<file path="config.mk">
export PLATFORM = sky130hd
export DESIGN_NAME = memory_stage_flat
export DESIGN_NICKNAME = d
export VERILOG_FILES = /design/src/rtl/memory_stage_if.sv /design/src/rtl/memory_stage.sv /design/src/flat_wrapper.sv
export SDC_FILE = /design/constraint.sdc
export NUM_CORES = 1
export LEC_CHECK = 0
export CORE_ASPECT_RATIO = 2
export CORE_UTILIZATION = 30
export DETAILED_ROUTE_END_ITERATION = 6
export HOLD_SLACK_MARGIN = 0.15
export SLEW_MARGIN = 20
export SYNTH_ARGS = -nofsm -noshare
export SYNTH_HDL_FRONTEND = slang
export SYNTH_SLANG_ARGS = --single-unit
export TNS_END_PERCENT = 100
</file>
<file path="constraint.sdc">
create_clock -name clk -period 2.05 [get_ports clk]
set_clock_uncertainty 0.15 [all_clocks]
set_input_delay 0.41 -clock clk [delete_from_list [all_inputs] [get_ports clk]]
set_output_delay 0.41 -clock clk [all_outputs]
set_load 0.02 [all_outputs]
</file>
<file path="src/rtl/memory_stage_if.sv">
// Data-memory port between the MEM stage (master) and the data memory (slave).
// A request is pending while req=1. All request fields hold stable until the edge where ready=1. The memory samples
// them there, and on a read it returns rdata in that same cycle.
interface memory_stage_if #(
  parameter int XLEN = 32,
  parameter int BE_W = XLEN / 8
);
  logic            req;
  logic            we;
  logic [XLEN-1:0] addr;
  logic [XLEN-1:0] wdata;
  logic [BE_W-1:0] be;
  logic [XLEN-1:0] rdata;
  logic            ready;

  modport master (output req, we, addr, wdata, be, input rdata, ready);
  modport slave  (input req, we, addr, wdata, be, output rdata, ready);
endinterface

</file>
<file path="src/rtl/memory_stage.sv">
// MEM stage of the RV32 pipeline: sized loads/stores over a valid/ready data port, with stall generation
// and registered MEM/WB outputs that also feed execute-stage forwarding.
module memory_stage #(
  parameter int XLEN = 32,
  parameter int BE_W = XLEN / 8
) (
  input  logic            clk,
  input  logic            rst,
  input  logic [XLEN-1:0] alu_result_in,
  input  logic [XLEN-1:0] rs2_data_in,
  input  logic [4:0]      rd_in,
  input  logic            reg_write_in,
  input  logic            mem_read_in,
  input  logic            mem_write_in,
  input  logic [1:0]      mem_size,
  input  logic            mem_unsigned,
  memory_stage_if.master  dmem,
  output logic [XLEN-1:0] mem_wb_data,
  output logic [4:0]      mem_wb_rd,
  output logic            mem_wb_reg_write,
  output logic            mem_stall,
  output logic            misaligned,
  output logic [0:0]      state_dbg
);
  localparam logic [0:0] IDLE   = 1'b0;
  localparam logic [0:0] ACCESS = 1'b1;

  logic [0:0]      state;
  logic [4:0]      rd_q;
  logic [1:0]      size_q;
  logic [1:0]      off_q;
  logic            unsigned_q;
  logic            mem_op;
  logic            aligned;
  logic [BE_W-1:0] be_n;
  logic [XLEN-1:0] wdata_n;
  logic [XLEN-1:0] shifted;
  logic [XLEN-1:0] load_data;

  assign mem_op    = mem_read_in | mem_write_in;
  assign state_dbg = state;

  always_comb begin
    aligned = 1'b1;
    be_n    = 4'b1111;
    wdata_n = rs2_data_in;
    case (mem_size)
      2'b00: begin
        be_n    = 4'b0001 << alu_result_in[1:0];
        wdata_n = {4{rs2_data_in[7:0]}};
      end
      2'b01: begin
        aligned = ~alu_result_in[0];
        be_n    = 4'b0011 << alu_result_in[1:0];
        wdata_n = {2{rs2_data_in[15:0]}};
      end
      default: aligned = (alu_result_in[1:0] == 2'b00);
    endcase
  end

  // The lane is chosen by the captured offset, so the data lands in bits [7:0] or [15:0] before extension.
  always_comb begin
    shifted = dmem.rdata >> {off_q, 3'b000};
    case (size_q)
      2'b00:   load_data = unsigned_q ? {24'b0, shifted[7:0]} : {{24{shifted[7]}}, shifted[7:0]};
      2'b01:   load_data = unsigned_q ? {16'b0, shifted[15:0]} : {{16{shifted[15]}}, shifted[15:0]};
      default: load_data = dmem.rdata;
    endcase
  end

  always_comb begin
    mem_stall = 1'b0;
    if (state == IDLE) mem_stall = mem_op & aligned;
    else               mem_stall = ~dmem.ready;
  end

  always_ff @(posedge clk) begin
    if (rst) begin
      state            <= IDLE;
      dmem.req         <= 1'b0;
      dmem.we          <= 1'b0;
      dmem.addr        <= '0;
      dmem.wdata       <= '0;
      dmem.be          <= '0;
      rd_q             <= '0;
      size_q           <= '0;
      off_q            <= '0;
      unsigned_q       <= 1'b0;
      mem_wb_data      <= '0;
      mem_wb_rd        <= '0;
      mem_wb_reg_write <= 1'b0;
      misaligned       <= 1'b0;
    end else begin
      misaligned <= 1'b0;
      case (state)
        IDLE: begin
          if (mem_op) begin
            mem_wb_reg_write <= 1'b0;
            if (aligned) begin
              state      <= ACCESS;
              dmem.req   <= 1'b1;
              dmem.we    <= mem_write_in;
              dmem.addr  <= {alu_result_in[XLEN-1:2], 2'b00};
              dmem.wdata <= wdata_n;
              dmem.be    <= be_n;
              rd_q       <= rd_in;
              size_q     <= mem_size;
              off_q      <= alu_result_in[1:0];
              unsigned_q <= mem_unsigned;
            end else begin
              misaligned <= 1'b1;
            end
          end else begin
            mem_wb_data      <= alu_result_in;
            mem_wb_rd        <= rd_in;
            mem_wb_reg_write <= reg_write_in && (rd_in != 5'd0);
          end
        end
        default: begin
          mem_wb_reg_write <= 1'b0;
          if (dmem.ready) begin
            state    <= IDLE;
            dmem.req <= 1'b0;
            if (!dmem.we) begin
              mem_wb_data      <= load_data;
              mem_wb_rd        <= rd_q;
              mem_wb_reg_write <= (rd_q != 5'd0);
            end
          end
        end
      endcase
    end
  end
endmodule

</file>
<file path="src/flat_wrapper.sv">
// flat-port wrapper written by rule: the top's interface ports become plain ports
module memory_stage_flat 
#(
  parameter int XLEN = 32,
  parameter int BE_W = XLEN / 8
)
  (clk, rst, alu_result_in, rs2_data_in, rd_in, reg_write_in, mem_read_in, mem_write_in, mem_size, mem_unsigned, mem_wb_data, mem_wb_rd, mem_wb_reg_write, mem_stall, misaligned, state_dbg, dmem_req, dmem_we, dmem_addr, dmem_wdata, dmem_be, dmem_rdata, dmem_ready);
  memory_stage_if #(.XLEN(XLEN), .BE_W(BE_W)) dmem_i ();
  input  logic clk;
  input  logic rst;
  input  logic [XLEN-1:0] alu_result_in;
  input  logic [XLEN-1:0] rs2_data_in;
  input  logic [4:0] rd_in;
  input  logic reg_write_in;
  input  logic mem_read_in;
  input  logic mem_write_in;
  input  logic [1:0] mem_size;
  input  logic mem_unsigned;
  output logic [XLEN-1:0] mem_wb_data;
  output logic [4:0] mem_wb_rd;
  output logic mem_wb_reg_write;
  output logic mem_stall;
  output logic misaligned;
  output logic [0:0] state_dbg;
  output wire logic [$bits(dmem_i.req)-1:0] dmem_req;
  output wire logic [$bits(dmem_i.we)-1:0] dmem_we;
  output wire logic [$bits(dmem_i.addr)-1:0] dmem_addr;
  output wire logic [$bits(dmem_i.wdata)-1:0] dmem_wdata;
  output wire logic [$bits(dmem_i.be)-1:0] dmem_be;
  input wire logic [$bits(dmem_i.rdata)-1:0] dmem_rdata;
  input wire logic [$bits(dmem_i.ready)-1:0] dmem_ready;
  assign dmem_req = dmem_i.req;
  assign dmem_we = dmem_i.we;
  assign dmem_addr = dmem_i.addr;
  assign dmem_wdata = dmem_i.wdata;
  assign dmem_be = dmem_i.be;
  assign dmem_i.rdata = dmem_rdata;
  assign dmem_i.ready = dmem_ready;
  memory_stage #(.XLEN(XLEN), .BE_W(BE_W)) u_core (.clk(clk), .rst(rst), .alu_result_in(alu_result_in), .rs2_data_in(rs2_data_in), .rd_in(rd_in), .reg_write_in(reg_write_in), .mem_read_in(mem_read_in), .mem_write_in(mem_write_in), .mem_size(mem_size), .mem_unsigned(mem_unsigned), .dmem(dmem_i), .mem_wb_data(mem_wb_data), .mem_wb_rd(mem_wb_rd), .mem_wb_reg_write(mem_wb_reg_write), .mem_stall(mem_stall), .misaligned(misaligned), .state_dbg(state_dbg));
endmodule
</file>
==> results of run 1 <==
[per-stage QoR]
step           instance area (µm²)  TNS (ns)  setup slack (ns)  total power, µW
2_1_floorplan                 5440         0            0.0411             3510
3_3_place_gp                  8120    -31.72            -0.528             4440
3_5_place_dp                  8120    -31.70            -0.517             4450
4_1_cts                       8710         0           0.00594             7430
5_1_grt                       8720   -0.0396           -0.0396             7670
6_report                      8720         0            0.0329             7360
[path summary, 6_finish.rpt]
check / to / cells after the start
worst max-delay path: mem_stall / 5
worst min-delay path: u_core.dmem.addr[10] / 2
worst max register to register: u_core.mem_wb_data[7] / 6
worst min register to register: u_core.dmem.addr[10] / 2
[cell families after synthesis]
kind of cell,count (synthesis),synth area share
AOI/OAI and AO/OA,201,0.253
xor gates and xnor gates,2,0.00322
buffers and inverters,74,0.0621
DFF,118,0.434
muxes,33,0.0623
other,1,0.000689
and+or+nand+nor,234,0.184
[registers in the layout (all words and copies together), names as in the netlist]
name	cells
u_core.dmem.wdata	32
u_core.mem_wb_data	32
u_core.dmem.addr	30
u_core.mem_wb_rd	5
u_core.rd_q	5
u_core.dmem.be	4
u_core.off_q	2
u_core.size_q	2
u_core.dmem.req	1
u_core.dmem.we	1
u_core.mem_wb_reg_write	1
u_core.misaligned	1
u_core.state_dbg	1
u_core.unsigned_q	1
[worst max-delay path, stage by stage]
cell and delay (ns):
clkdlybuf4s50_1 0.48, o21ba_2 0.20, o21ai_4 0.07, o21ai_1 0.11, buf_4 0.17
[final cells by class]
cell class              instances  area (µm²)  share of cell area
repair buffers                270        2700               0.309
clock inverters                 8        98.8              0.0113
diodes                          2        5.00            0.000574
multi-input cells             472        2760               0.317
inverters                      12        45.0             0.00516
flip-flops and latches        118        2360               0.271
well taps                     213         267              0.0306
clock buffers                  22         484              0.0555
[cell usage after synthesis, types with 4 or more instances]
library cell / number / area (µm²)
a2111oi_2: 8 / 120
a211oi_1: 7 / 52.6
a21oi_1: 86 / 430
a222oi_1: 7 / 70.1
a22oi_1: 7 / 52.6
a311oi_1: 15 / 131
a31oi_1: 9 / 56.3
buf_2: 24 / 120
buf_4: 4 / 30.0
clkbuf_1: 32 / 120
dfxtp_1: 118 / 2360
inv_1: 10 / 37.5
mux2_2: 7 / 78.8
mux2i_1: 26 / 260
nand2_1: 134 / 503
nand2b_1: 10 / 62.6
nand3_1: 8 / 40.0
nand3b_1: 9 / 67.6
nor2_1: 49 / 184
nor3_1: 11 / 55.1
o211ai_1: 22 / 165
o21ai_0: 13 / 65.1
o221ai_1: 17 / 149
[layer usage]
metal | up-vias | track usage | wire length [µm]
li1 | 2827 | - | -
met5 | - | 0 | 0
met4 | 0 | 0.113 | 799
met2 | 204 | 0.439 | 11800
met1 | 2663 | 0.206 | 7170
met3 | 42 | 0.0572 | 1110
[repair_timing]
item	CTS	global route
endpoints found under the hold margin	0	0
endpoints found under the setup margin	2	6
gates resized for setup	9	4
gates cloned	0	0
pin swaps	1	1
[power breakdown]
group	switching, µW	total [µW]	internal (µW)
Combinational	933	1790	860
Sequential	110	2600	2490
Clock	1070	2970	1900
Total	2110	7360	5250
==> summary.md, run 1 <==
| Metric | Value |
|---|---|
| Crit end category | `output port` |
| DP Wirelength | `15.5 mm` |
| H-Tree Depth | `4` |
| Drt drc | `0` |
| First-pass GRT wire length | `31.9 mm` |
| Post-layout util | `0.490` |
| PwrDens | `844 mW/mm²` |
| Clk Tree Root Cell | `clkbuf_16` |
| Via count | `5736` |
| Setup CP Type | `in -> out` |
| Post-synth EDFFs | `0` |
| Worst slew margin | `0.579` |
| # setup viols final | `0` |
| #FFs+latches synth | `118` |
| Die Width | `97.2 µm` |
| Min Tclk post-route | `2.02 ns` |
| Reg2reg start | `u_core.state_dbg` |
| Crit Path Max Fanout | `2` |
| RSZ-0062 raised after global routing | `yes` |
| Placed instance count | `1085` |
| Synth Cell Area | `0.00544 mm²` |
| All-Layer GR Usage | `0.222` |
| Cell variety after synth | `46` |
| Wire per inst | `18.7 µm` |
| Port buffer count | `218` |
| CTS Buffer Depth | `2` |
| Hold crit path type | `reg -> reg` |
| Initial antenna violation count | `2` |
| VDD IR max | `0.503 mV` |
| Layout cells sized above 1 | `0.118` |
| Starting Density | `0.306` |
| Clock slew at the register clock pins of the worst setup and hold paths | `0.05 ns` |
| Post-CTS setup buffer count | `0` |
| Vias in the first global route | `5790` |
| Status | `finished clean` |
| # fillers | `1746` |
| Sequential area share after synthesis | `0.434` |
| Mean Syn Cell Area | `8.20 µm²` |
| Ys async rst share | `0` |
| Most frequent cells in the layout | `clkdlybuf4s50_1 (214), nand2_1 (134), dfxtp_1 (118), a21oi_1 (85), nor2_1 (48)` |
| Worst path arrival time | `1.46 ns` |
| Row count | `69` |
| Initial DRC count | `190` |
| Commonest non-fill, non-tap cell in the layout | `clkdlybuf4s50_1` |
| RD Place Congestion | `0.812` |
| Detail Route Antenna Nets | `0` |
| NumNets Final | `1001` |
| Crit start category | `primary input` |
| Core ar. | `0.0178 mm²` |
| Final std cells w/o fill | `1117` |
| Skew-Pair Late Insertion Delay | `0.42 ns` |
| Max-slew violations | `0` |
| Largest net degree at the start of global routing | `69` |
| HP Start | `u_core.dmem.addr[10]` |
| Tcrit/Tclk final | `0.984` |
| Final Hold Vio Count | `0` |
| # IOs | `221` |
| CTS tree | `done` |
| Synth Warn # | `0` |
| Primary FF master, synth | `dfxtp_1` |
| Die H | `192 µm` |
| Via density | `5.14` |
| Grt total ovfl | `0` |
| Clock sinks | `118` |
| Pleak | `0.00319 µW` |
| Worst R2R Setup Slack | `0.17 ns` |
| Slew @ Worst Pin | `0.629 ns` |
| CP startpoint | `mem_write_in` |
| Max Cap Violations | `0` |
| Hold_buf cts | `0` |
| Hold slack | `0.300 ns` |
| First-pass DRT Iterations | `5` |
| Total Wirelength | `20.9 mm` |
| Syn Inst Count | `663` |
| Synthesis-to-layout area growth | `60.3%` |
| Max Clk Rate | `496 MHz` |
| Num CTS Buffers | `17` |
| Die ar. | `0.0187 mm²` |
| Worst EP required | `1.49 ns` |
Note: power is estimated with default switching activity, not from simulation.
==> run 2, diff against run 1 <==
Settings changed: PLACE_DENSITY set to 0.67.
==> summary.md, run 2 (same netlist as run 1, synthesis figures left out) <==
| Metric | Value |
|---|---|
| Vias in the first global route | `5728 (-1.1%)` |
| Die Width | `97.2 µm (unchanged)` |
| Met1 Usage GRT | `0.216 (+0.00979)` |
| Clk Tree Root Cell | `clkbuf_16` |
| Die ar. | `0.0187 mm² (unchanged)` |
| Pleak | `0.00320 µW (+0.29%)` |
| Worst R2R Setup Slack | `0.18 ns (about the same)` |
| Total power | `7230 µW (-1.8%)` |
| Crit Path Max Fanout | `21 (+19)` |
| Slew @ Worst Pin | `0.654 ns (+0.0244 ns)` |
| Final Hold Vio Count | `0 (unchanged)` |
| Worst r2r path cells | `6 (unchanged)` |
| Max Clk Rate | `504 MHz (+1.6%)` |
| CP max-delay cell | `dfxtp_1` |
| Most frequent cells in the layout | `clkdlybuf4s50_1 (214), nand2_1 (134), dfxtp_1 (118), a21oi_1 (85), buf_4 (51)` |
| Post-layout util | `0.490 (-0.000634)` |
| VDD IR max | `0.465 mV (-7.4%)` |
| Min Tclk post-route | `1.99 ns (-0.0317 ns)` |
| Largest net degree at the start of global routing | `69 (unchanged)` |
| Num CTS Buffers | `17 (unchanged)` |
| Port buffer count | `218 (unchanged)` |
| Status | `finished clean` |
| Hold crit path type | `in -> reg` |
| Row count | `69 (unchanged)` |
| Layout cells sized above 1 | `0.126 (+0.00872)` |
| Max incr delay on CP | `0.42 ns (-0.06 ns)` |
| Drt drc | `0 (unchanged)` |
| Detail Route Antenna Nets | `0 (unchanged)` |
| Wire per inst | `18.3 µm (-2.0%)` |
| Crit start category | `flop` |
| Setup CP Type | `reg -> out` |
| Biggest registers after layout | `u_core.dmem.wdata x32, u_core.mem_wb_data x32, u_core.dmem.addr x30` |
| CTS tree | `done` |
| Commonest non-fill, non-tap cell in the layout | `clkdlybuf4s50_1` |
| Via density | `5.23 (+1.8%)` |
| Via count | `5880 (+2.5%)` |
| Die H | `192 µm (unchanged)` |
| Critical Path, Cell by Cell | `buf_8 > dlygate4sd2_1` |
| Worst slew margin | `0.563 (-0.0163)` |
| Initial DRC count | `202 (+6.3%)` |
| All-Layer GR Usage | `0.217 (-0.00486)` |
| Fin Setup TNS | `0 ns (unchanged)` |
| HP Start | `rst` |
| Routing usage on met3 | `0.0435 (-0.0138)` |
| Min-Delay Endpoint | `u_core.dmem.addr[19]` |
| Reg2reg end | `u_core.mem_wb_data[8]` |
| H-Tree Depth | `4 (unchanged)` |
| Synthesis-to-layout area growth | `60.1%` |
| RSZ-0062 raised after global routing | `no` |
| Worst EP required | `1.49 ns (about the same)` |
| Crit path buf inv count | `2 (unchanged)` |
| Max Cap Violations | `0 (unchanged)` |
| Grt total ovfl | `0 (unchanged)` |
| # setup viols final | `0 (unchanged)` |
| First-pass GRT wire length | `31.1 mm (-2.4%)` |
| Hold slack | `0.182 ns (-0.118 ns)` |
| Core ar. | `0.0178 mm² (unchanged)` |
| NumNets Final | `1008 (+0.70%)` |
| Reg2reg start | `u_core.off_q[0]` |
| Crit end category | `output port` |
| Final std cells w/o fill | `1125 (+0.72%)` |
| Clock sinks | `118 (unchanged)` |
| RD Place Congestion | `0.867 (+6.7%)` |
| Initial antenna violation count | `1 (-1)` |
| # fillers | `1729 (-0.97%)` |
| # IOs | `221 (unchanged)` |
| DP Wirelength | `15.4 mm (-0.66%)` |
| GRT met2 Usage | `0.407 (-0.0322)` |
| GR peak layer | `met2` |
| CTS Buffer Depth | `2 (unchanged)` |
| Placed instance count | `1092 (+0.65%)` |
| CP delay by family, top | `buffers and inverters` |
| Max-slew violations | `0 (unchanged)` |
| Total Wirelength | `20.6 mm (-1.3%)` |
| Starting Density | `0.306 (unchanged)` |
| PwrDens | `830 mW/mm² (-1.7%)` |
| Clock slew at the register clock pins of the worst setup and hold paths | `0.06 ns (about the same)` |
| First-pass DRT Iterations | `5 (unchanged)` |
| WHS Path Cells | `2 (unchanged)` |
| Worst path arrival time | `1.43 ns (-0.03 ns)` |
| Skew-Pair Late Insertion Delay | `0.42 ns (about the same)` |
| Tcrit/Tclk final | `0.968 (-0.0154)` |
-- run 2: per-layer routing --
metal	up-vias	wire, µm
li1	2850	-
met5	-	0
met1	2750	7220
met2	226	11300
met3	54	1070
met4	0	1060
-- run 2: power breakdown --
part           switching [µW]  internal (µW)  total [µW]
Sequential                109           2490        2600
Clock                    1160           1670        2830
Combinational             934            863        1800
-- run 2: final cells by class --
type                       instances  area, µm²  share of cell area
tap                              213        267              0.0306
antenna                            1       2.50            0.000287
timing repair buffer             277       2710               0.311
inverter                          12       45.0             0.00517
clock inverter                    14        128              0.0147
sequential                       118       2360               0.271
multi-input combinational        472       2770               0.318
clock buffer                      18        429              0.0493
-- run 2: metrics by stage --
step,worst slack [ns],instance area (µm²)
after CTS,0.0200,8690
final,0.0646,8710
after global routing,0.00212,8710
after floorplan,0.0411,5440
after global placement,-0.484,8130
after detailed placement,-0.471,8130
-- run 2: worst max path at each step --
stage          cells after the start             start  slack, ns   endpoint
3_5_place_dp                       5  alu_result_in[0]      -0.47  mem_stall
6_report                           2  u_core.state_dbg       0.06  state_dbg
3_3_place_gp                       5  alu_result_in[0]      -0.48  mem_stall
5_1_grt                            5       mem_read_in      0.002  mem_stall
4_1_cts                            5  alu_result_in[0]       0.02  mem_stall
2_1_floorplan                      5  u_core.state_dbg       0.04  mem_stall
-- run 2: timing repair --
action / CTS / global route
cloned: 0 / 0
pin swaps: 0 / 1
endpoints found under the hold margin: 0 / 0
buffers inserted: 0 / 0
resized for setup: 9 / 6
endpoints found under the setup margin: 2 / 20
hold buffers: 0 / 0
